File: config.mk
export PLATFORM = sky130hd
export DESIGN_NAME = spi_mem_loader
export DESIGN_NICKNAME = d
export VERILOG_FILES = /design/src/rtl/spi_mem_loader.sv
export SDC_FILE = /design/constraint.sdc
export NUM_CORES = 1
export LEC_CHECK = 0
export BUFFER_PORTS_ARGS = -buffer_cell sky130_fd_sc_hd__buf_2
export CORE_AREA = 2 2 85 87
export CTS_BUF_LIST = sky130_fd_sc_hd__clkbuf_8 sky130_fd_sc_hd__clkbuf_16
export CTS_CLUSTER_SIZE = 24
export DETAILED_ROUTE_END_ITERATION = 8
export DIE_AREA = 0 0 87 89
export GPL_ROUTABILITY_DRIVEN = 0
export PLACE_DENSITY_LB_ADDON = 0.15
export SYNTH_ARGS = -nofsm -noshare
export SYNTH_HDL_FRONTEND = slang
export SYNTH_SLANG_ARGS = --single-unit
export TNS_END_PERCENT = 20
File: constraint.sdc
create_clock -name clk -period 4.95 [get_ports clk]
set_clock_uncertainty 0.15 [all_clocks]
set_input_delay 0.2475 -clock clk [delete_from_list [all_inputs] [get_ports clk]]
set_output_delay 0.2475 -clock clk [all_outputs]
set_load 0.05 [all_outputs]
File: src/rtl/spi_mem_loader.sv
// SPI mode-0 slave that streams a start address and data bytes into a byte memory.
// All SPI pins are oversampled in the clk domain; writes auto-increment and wrap at M.
module spi_mem_loader #(
  parameter int M  = 164,
  parameter int N  = 8,
  parameter int AW = $clog2(M)
) (
  input  logic          clk,
  input  logic          rst_n,
  input  logic          spi_sclk,
  input  logic          spi_cs_n,
  input  logic          spi_mosi,
  output logic [N-1:0]  mem_data,
  output logic [AW-1:0] mem_addr,
  output logic          mem_we,
  output logic          frame_done,
  output logic          addr_err,
  output logic [AW:0]   byte_count
);

  localparam int SW = (N > 8) ? N : 8;
  localparam int CW = $clog2(SW);

  typedef enum logic [1:0] {IDLE, ADDR, DATA, DISCARD} state_t;

  state_t          state_q, state_d;
  logic [2:0]      sclk_sync_q;
  logic [2:0]      cs_sync_q;
  logic [1:0]      mosi_sync_q;
  logic [SW-1:0]   shift_q, shift_d;
  logic [CW-1:0]   bit_cnt_q, bit_cnt_d;
  logic [N-1:0]    mem_data_q, mem_data_d;
  logic [AW-1:0]   mem_addr_q, mem_addr_d;
  logic            mem_we_q, mem_we_d;
  logic            frame_done_q, frame_done_d;
  logic            addr_err_q, addr_err_d;
  logic [AW:0]     byte_count_q, byte_count_d;

  logic            sclk_rise_s, cs_fall_s, cs_rise_s, mosi_s;
  logic [SW-1:0]   shift_in_s;
  logic [7:0]      addr_byte_s;

  assign sclk_rise_s = sclk_sync_q[1] & ~sclk_sync_q[2];
  assign cs_fall_s   = ~cs_sync_q[1] & cs_sync_q[2];
  assign cs_rise_s   = cs_sync_q[1] & ~cs_sync_q[2];
  assign mosi_s      = mosi_sync_q[1];
  assign shift_in_s  = {shift_q[SW-2:0], mosi_s};
  assign addr_byte_s = shift_in_s[7:0];

  // Synchronizers and all state registers.
  always_ff @(posedge clk or negedge rst_n) begin
    if (!rst_n) begin
      sclk_sync_q  <= 3'b111;
      cs_sync_q    <= 3'b111;
      mosi_sync_q  <= 2'b00;
      state_q      <= IDLE;
      shift_q      <= {SW{1'b0}};
      bit_cnt_q    <= {CW{1'b0}};
      mem_data_q   <= {N{1'b0}};
      mem_addr_q   <= {AW{1'b0}};
      mem_we_q     <= 1'b0;
      frame_done_q <= 1'b0;
      addr_err_q   <= 1'b0;
      byte_count_q <= {(AW+1){1'b0}};
    end else begin
      sclk_sync_q  <= {sclk_sync_q[1:0], spi_sclk};
      cs_sync_q    <= {cs_sync_q[1:0], spi_cs_n};
      mosi_sync_q  <= {mosi_sync_q[0], spi_mosi};
      state_q      <= state_d;
      shift_q      <= shift_d;
      bit_cnt_q    <= bit_cnt_d;
      mem_data_q   <= mem_data_d;
      mem_addr_q   <= mem_addr_d;
      mem_we_q     <= mem_we_d;
      frame_done_q <= frame_done_d;
      addr_err_q   <= addr_err_d;
      byte_count_q <= byte_count_d;
    end
  end

  // Frame sequencing, shifting and write generation.
  always_comb begin
    state_d      = state_q;
    shift_d      = shift_q;
    bit_cnt_d    = bit_cnt_q;
    mem_data_d   = mem_data_q;
    mem_addr_d   = mem_addr_q;
    mem_we_d     = 1'b0;
    frame_done_d = 1'b0;
    addr_err_d   = addr_err_q;
    byte_count_d = byte_count_q;

    // Advance to the next address once the strobe has been seen by the memory.
    if (mem_we_q) begin
      if (mem_addr_q == AW'(M - 1)) begin
        mem_addr_d = {AW{1'b0}};
      end else begin
        mem_addr_d = mem_addr_q + AW'(1);
      end
    end else begin
      mem_addr_d = mem_addr_q;
    end

    if ((state_q != IDLE) && cs_rise_s) begin
      // CS release wins over a byte completing in the same cycle.
      state_d      = IDLE;
      bit_cnt_d    = {CW{1'b0}};
      frame_done_d = (byte_count_q != {(AW+1){1'b0}});
    end else begin
      case (state_q)
        IDLE: begin
          if (cs_fall_s) begin
            state_d      = ADDR;
            shift_d      = {SW{1'b0}};
            bit_cnt_d    = {CW{1'b0}};
            byte_count_d = {(AW+1){1'b0}};
            addr_err_d   = 1'b0;
          end else begin
            state_d = IDLE;
          end
        end
        ADDR: begin
          if (sclk_rise_s) begin
            shift_d = shift_in_s;
            if (bit_cnt_q == CW'(7)) begin
              bit_cnt_d = {CW{1'b0}};
              if ({24'd0, addr_byte_s} < 32'(M)) begin
                mem_addr_d = AW'(addr_byte_s);
                state_d    = DATA;
              end else begin
                addr_err_d = 1'b1;
                state_d    = DISCARD;
              end
            end else begin
              bit_cnt_d = bit_cnt_q + CW'(1);
            end
          end else begin
            state_d = ADDR;
          end
        end
        DATA: begin
          if (sclk_rise_s) begin
            shift_d = shift_in_s;
            if (bit_cnt_q == CW'(N - 1)) begin
              bit_cnt_d  = {CW{1'b0}};
              mem_data_d = shift_in_s[N-1:0];
              mem_we_d   = 1'b1;
              if (byte_count_q != {(AW+1){1'b1}}) begin
                byte_count_d = byte_count_q + (AW+1)'(1);
              end else begin
                byte_count_d = byte_count_q;
              end
            end else begin
              bit_cnt_d = bit_cnt_q + CW'(1);
            end
          end else begin
            state_d = DATA;
          end
        end
        DISCARD: begin
          state_d = DISCARD;
        end
        default: begin
          state_d = IDLE;
        end
      endcase
    end
  end

  assign mem_data   = mem_data_q;
  assign mem_addr   = mem_addr_q;
  assign mem_we     = mem_we_q;
  assign frame_done = frame_done_q;
  assign addr_err   = addr_err_q;
  assign byte_count = byte_count_q;

endmodule
==> results of run 1 <==
## path summary, 6_finish.rpt
kind / startpoint / to / slack (ps) / cells past startpoint
worst max register to register: byte_count[0] / byte_count[5] / 2410 / 8
worst min register to register: cs_sync_q[0] / cs_sync_q[1] / 210 / 0
worst max-delay path: byte_count[0] / byte_count[5] / 2410 / 8
worst min-delay path: cs_sync_q[0] / cs_sync_q[1] / 210 / 0
min in group asynchronous: rst_n / mosi_sync_q[0] / 410 / 3
max in group asynchronous: rst_n / byte_count[3] / 3800 / 3
## power groups by stage
stage	Combinational (W)	Sequential (W)	Clock, W
CTS	0.000139	0.000433	0.000312
detailed placement	0.000136	0.000441	0
floorplan	0.000102	0.000434	0
global placement	0.000136	0.000439	0
global route	0.000158	0.000437	0.000327
finish	0.000139	0.000433	0.000305
## placed cells by master, fill, tap and decap left out, drive strengths merged, types with 4 or more instances in the layout
master	count
dlygate4sd3	4
dfrtp	42
dfstp	6
xnor2	4
ha	11
nand3	9
a22o	8
nand4	5
nand2	12
inv	7
nor2	11
o21ai	7
a21oi	8
mux2	15
clkbuf	6
buf	33
or2	6
## registers in the layout, summed over array words and instances (netlist names)
| name | count |
|---|---|
| cs_sync_q | 3 |
| frame_done | 1 |
| mem_data | 8 |
| bit_cnt_q | 3 |
| addr_err | 1 |
| mem_we | 1 |
| mosi_sync_q | 2 |
| shift_q | 7 |
| byte_count | 9 |
| sclk_sync_q | 3 |
| state_q | 2 |
| mem_addr | 8 |
## layer usage
layer	vias up	GRT usage (%)	wire length, um
li1	821	-	-
met3	4	2.585	129
met5	-	0	0
met2	24	19.92	2109
met1	826	20.05	2559
met4	0	5.114	44
## stage by stage
step	worst slack (ps)	hold WS, ps	util [%]	cell area, um2	power [W]
final	2405	208.9	40.35	2711	0.0008768
after global routing	2277	214.5	40.35	2711	0.0009218
after CTS	2411	210.5	40.35	2711	0.0008845
after detailed placement	2429	191.2	37.95	2550	0.0005772
after global placement	2513	182.1	37.95	2550	0.0005751
after floorplan	2297	-198.1	-	2302	0.0005356
## worst max-delay path, stage by stage (launching register included)
cell     delay [ps]
dfrtp_1         440
ha_1            240
nand3_1         130
nor2_1           70
and3_1          180
ha_1            200
a211o_1         410
or4_1           510
a21oi_1         150
## logic make-up (layout without fill, tap and decap cells)
kind of cell,Yosys count,after routing,share of synthesized area (%)
adders and majority gates,11,11,5.978
AOI/OAI and AO/OA,40,40,12.34
muxes,16,16,7.772
xor gates and xnor gates,6,6,2.283
DFF,48,48,52.50
buffers and inverters,10,52,2.011
and+or+nand+nor,69,69,17.12
## cell type report
cell class / count / area, um2 / share of cell area [%]
Inverter: 7 / 26.28 / 0.9691
Multi-Input combinational cell: 142 / 1047 / 38.62
Tap cell: 80 / 100.1 / 3.692
Timing Repair Buffer: 37 / 207.7 / 7.660
Clock buffer: 6 / 82.58 / 3.046
Sequential cell: 48 / 1209 / 44.58
Clock inverter: 2 / 38.79 / 1.431
==> impl_metrics.yaml, run 1 <==
drt:
  routedWlPerCell_um: 15.04
  wirelength_mm: 4.842
  drtAntennaViolNets: 0
  vias: 1675
  vias_per_cell: 5.202
  drc_errors: 0
  drtPass1Iterations: 4
  drt_iter0_drc: 23
synth:
  synth.distinct_cells: 47
  yosys.area.top_type: "dfrtp_1"
  ys_warn_count: 0
  synth-main-ff-cell: "dfrtp_1"
  synth_seq_cells: 48
  synth_area_um2: 2302
  postSynthAreaPerCell_um2: 11.51
  yosysSeqAreaShare_pct: 52.50
  yosysMostFrequentCell: "dfrtp_1"
  syn_inst: 200
  yosys-top-cells-area: "dfrtp_1, mux2_2, dfstp_2"
  async_flop_share_pct: 100.0
  synth-edff-count: 0
  synth_nets: 216
  yosys-top-cells-count: "dfrtp_1, mux2_2, nand2_1, ha_1, nor2_1"
  synth_top_area_share_pct: 45.65
layout:
  nFillCells: 660
  drive_above_1_share_pct: 28.51
  antenna_cells: 0
  synthToLayoutAreaGrowth_pct: 17.77
  fin_cells: 322
  nets: 257
worst_setup_path:
  crit_fanout: 11
  startpoint_type: "flop"
  critPathCaptureType: "flop"
  critPathKind: "flop to flop"
  critPathArrivalTime_ps: 2630
  crit_required_ps: 5030
pwr:
  seq_power_share_pct: 49.4
  power_density_nw_per_um2: 323.4
  p_int_w: 0.0006350
  power_switching_w: 0.0002418
  swShare_pct: 27.58
  p_comb_share_pct: 15.8
  leakagePower_nw: 1.332
  power.share.clock_pct: 34.8
  irDropWorstVdd_mv: 0.2275
die:
  fp.dieH_um: 89
  core_um2: 6719
  die_w_um: 87
  rows: 30
  io_pins: 33
  die_area_um2: 7743
  start_util_pct: 34.26
timing:
  grt_setup_unrepaired: "false"
  worst_slew_pin_slew_ps: 732.9
  period_needed_ps: 2545
  drv_slew: 0
  relSlewSlack_pct: 50.96
  fin_crit_sh_pct: 51.41
  setup_viol: 0
  setup_tns_ps: 0
  hold_viol_final: 0
  fmax_ghz: 0.3930
global_route:
  grt_pass1_vias: 1639
  overflow: 0
  antenna_found_initial: 0
  grt_use_total_pct: 13.63
  grt_pass1_wl_mm: 8.280
  grt_max_degree: 49
clock_tree:
  htreeDepth: 2
  post_cts_buffers: 0
  cts.sinks: 48
  path_clk_slew_ps: 90
  numCtsBuffers: 5
  holdBufCountCts: 4
  cts_tree: "yes"
  cts_resized: 0
  clk_latency_ps: 310
  cts.path.max_buffers: 2
  cts-root-buf: "clkbuf_8"
min_path:
  worstHoldPathType: "flop to flop"
placement:
  dp.cells: 310
  port_buffers: 32
  post-dp-hpwl_mm: 3.309
run:
  cap_violations: 0
status:
  outcome: "finished clean"
Note: power is estimated with default switching activity, not from simulation.
==> inputs of run 2 (changes only) <==
clock period = 2.6 ns   (was 4.95 ns; I/O delays follow)
==> run 2 against run 1 <==
  * Critical path depth unchanged
  * Clock power up 54%
  * Combinational power rose by 100%
  * Core utilization is 0.69 points higher
  * Fmax rose by 2.5%
  * Largest cell class unchanged
  * Highest routed layer unchanged
==> impl_metrics.yaml, run 2 (synthesis gave the netlist of run 1 again) <==
clock_tree:
  cts.sinks: 48
  clk_latency_ps: 300
  numCtsBuffers: 5
  post_cts_buffers: 0
  cts-root-buf: "clkbuf_8"
  cts_tree: "yes"
  cts.path.max_buffers: 2
  htreeDepth: 2
  path_clk_slew_ps: 90
layout:
  final_cell_mix: "dfrtp_1, buf_2, mux2_2, nand2_1"
  drive_above_1_share_pct: 32.00
  largest_register_ffs: 9
  mostFrequentLayoutCell: "dfrtp_1"
  nets: 265
  fin_util_pct: 41.04
  antenna_cells: 0
  synthToLayoutAreaGrowth_pct: 19.78
worst_setup_path:
  critPathArrivalTime_ps: 2560
  worst_path_dominant_cell_family: "simple AND/OR/NAND/NOR gates"
  r2r-start: "byte_count[0]"
  critPathBufInv: 0
  crit_required_ps: 2680
  worstPathCellList: "ha_1 -> nand3_1 -> nor2_1 -> and3_1 -> ha_1 -> a211o_4 -> or4_1 -> a21oi_1"
  crit_fanout: 11
  slowest_stage: "or4_1"
  critPathCaptureType: "flop"
  critPathKind: "flop to flop"
  critPathMostFrequentCell: "ha_1"
  max_stage_delay_ps: 470
  cp-startpoint: "byte_count[0]"
  startpoint_type: "flop"
timing:
  fmax_ghz: 0.4027
  hold_viol_final: 0
  hold_ws_ps: 183.8
  relSlewSlack_pct: 65.43
  setup_viol: 0
  fin_crit_sh_pct: 95.50
  period_needed_ps: 2483
  worst_slew_pin_slew_ps: 505.4
  fin_ws_ps: 116.9
  drv_slew: 0
drt:
  routedWlPerCell_um: 14.19
  wirelength_mm: 4.682
  vias_per_cell: 5.152
  drtPass1Iterations: 4
  drtAntennaViolNets: 0
  drt_iter0_drc: 55
  vias: 1700
  drc_errors: 0
die:
  io_pins: 33
  die_area_um2: 7743
  rows: 30
  start_util_pct: 34.26
  die_w_um: 87
  fp.dieH_um: 89
  core_um2: 6719
status:
  outcome: "finished clean"
placement:
  dpl_worst_slack_ps: 70.66
  port_buffers: 32
  post-dp-hpwl_mm: 3.450
global_route:
  grt_pass1_wl_mm: 7.983
  grt_pass1_vias: 1657
  grt_use_total_pct: 13.36
  grt_max_degree: 27
  antenna_found_initial: 0
  overflow: 0
min_path:
  worstHoldPathType: "input port to async pin"
pwr:
  power_density_nw_per_um2: 569.0
  leakagePower_nw: 1.361
  irDropWorstVdd_mv: 0.2548
run:
  cap_violations: 0
==> run 2: changes by cell type in the layout (fill, tap and decap cells not counted), sizes merged <==
| cell | previous run | this run |
|---|---|---|
| inv | 7 | 8 |
| buf | 33 | 41 |
| bufinv | 1 | 0 |
==> run 2: final cells by class <==
class                           instances  area [um2]
Timing Repair Buffer                   45       267.8
Inverter                                7       26.28
Multi-Input combinational cell        142        1056
Fill cell                             643        3961
Clock inverter                          2       13.76
Tap cell                               80       100.1
Clock buffer                            6       82.58
Sequential cell                        48        1211
==> run 2: where the power goes <==
part	total [W]	internal [W]	leakage (nW)	switching [W]
registers	0.000822	0.000787	0.639	0.0000343
logic	0.000278	0.000118	0.670	0.000161
clock network	0.000469	0.000218	0.0516	0.000251
total	0.00157	0.00112	1.36	0.000446
==> run 2: through the flow <==
stage	power (W)	TNS (ps)	std cells	area (um2)
final	0.001569	0	330	2758
after global routing	0.001669	-0.7583	330	2758
after CTS	0.001592	0	330	2749
after detailed placement	0.001112	0	318	2613
after global placement	0.001113	0	318	2613
after floorplan	0.001020	0	200	2305
==> run 2: worst paths after layout <==
| check | end | slack, ps | cells after the start |
|---|---|---|---|
| worst max-delay path | byte_count[7] | 120 | 8 |
| worst min-delay path | mosi_sync_q[0] | 180 | 2 |
| worst max register to register | byte_count[7] | 120 | 8 |
| worst min register to register | mosi_sync_q[1] | 200 | 0 |
| max in group asynchronous | bit_cnt_q[1] | 1400 | 3 |
| min in group clk | mosi_sync_q[1] | 200 | 0 |
==> run 2: what timing repair did <==
item | 4_1_cts | 5_1_grt
endpoints found under the setup margin | 0 | 2
hold endpoints to repair | 19 | 0
hold buffers | 4 | 0
gates resized for setup | 0 | 2
==> run 2: metal layers <==
layer	track usage (%)	wire length, um
met5	0	0
met4	5.114	74
met3	2.770	140
met2	19.64	2001
met1	19.36	2466
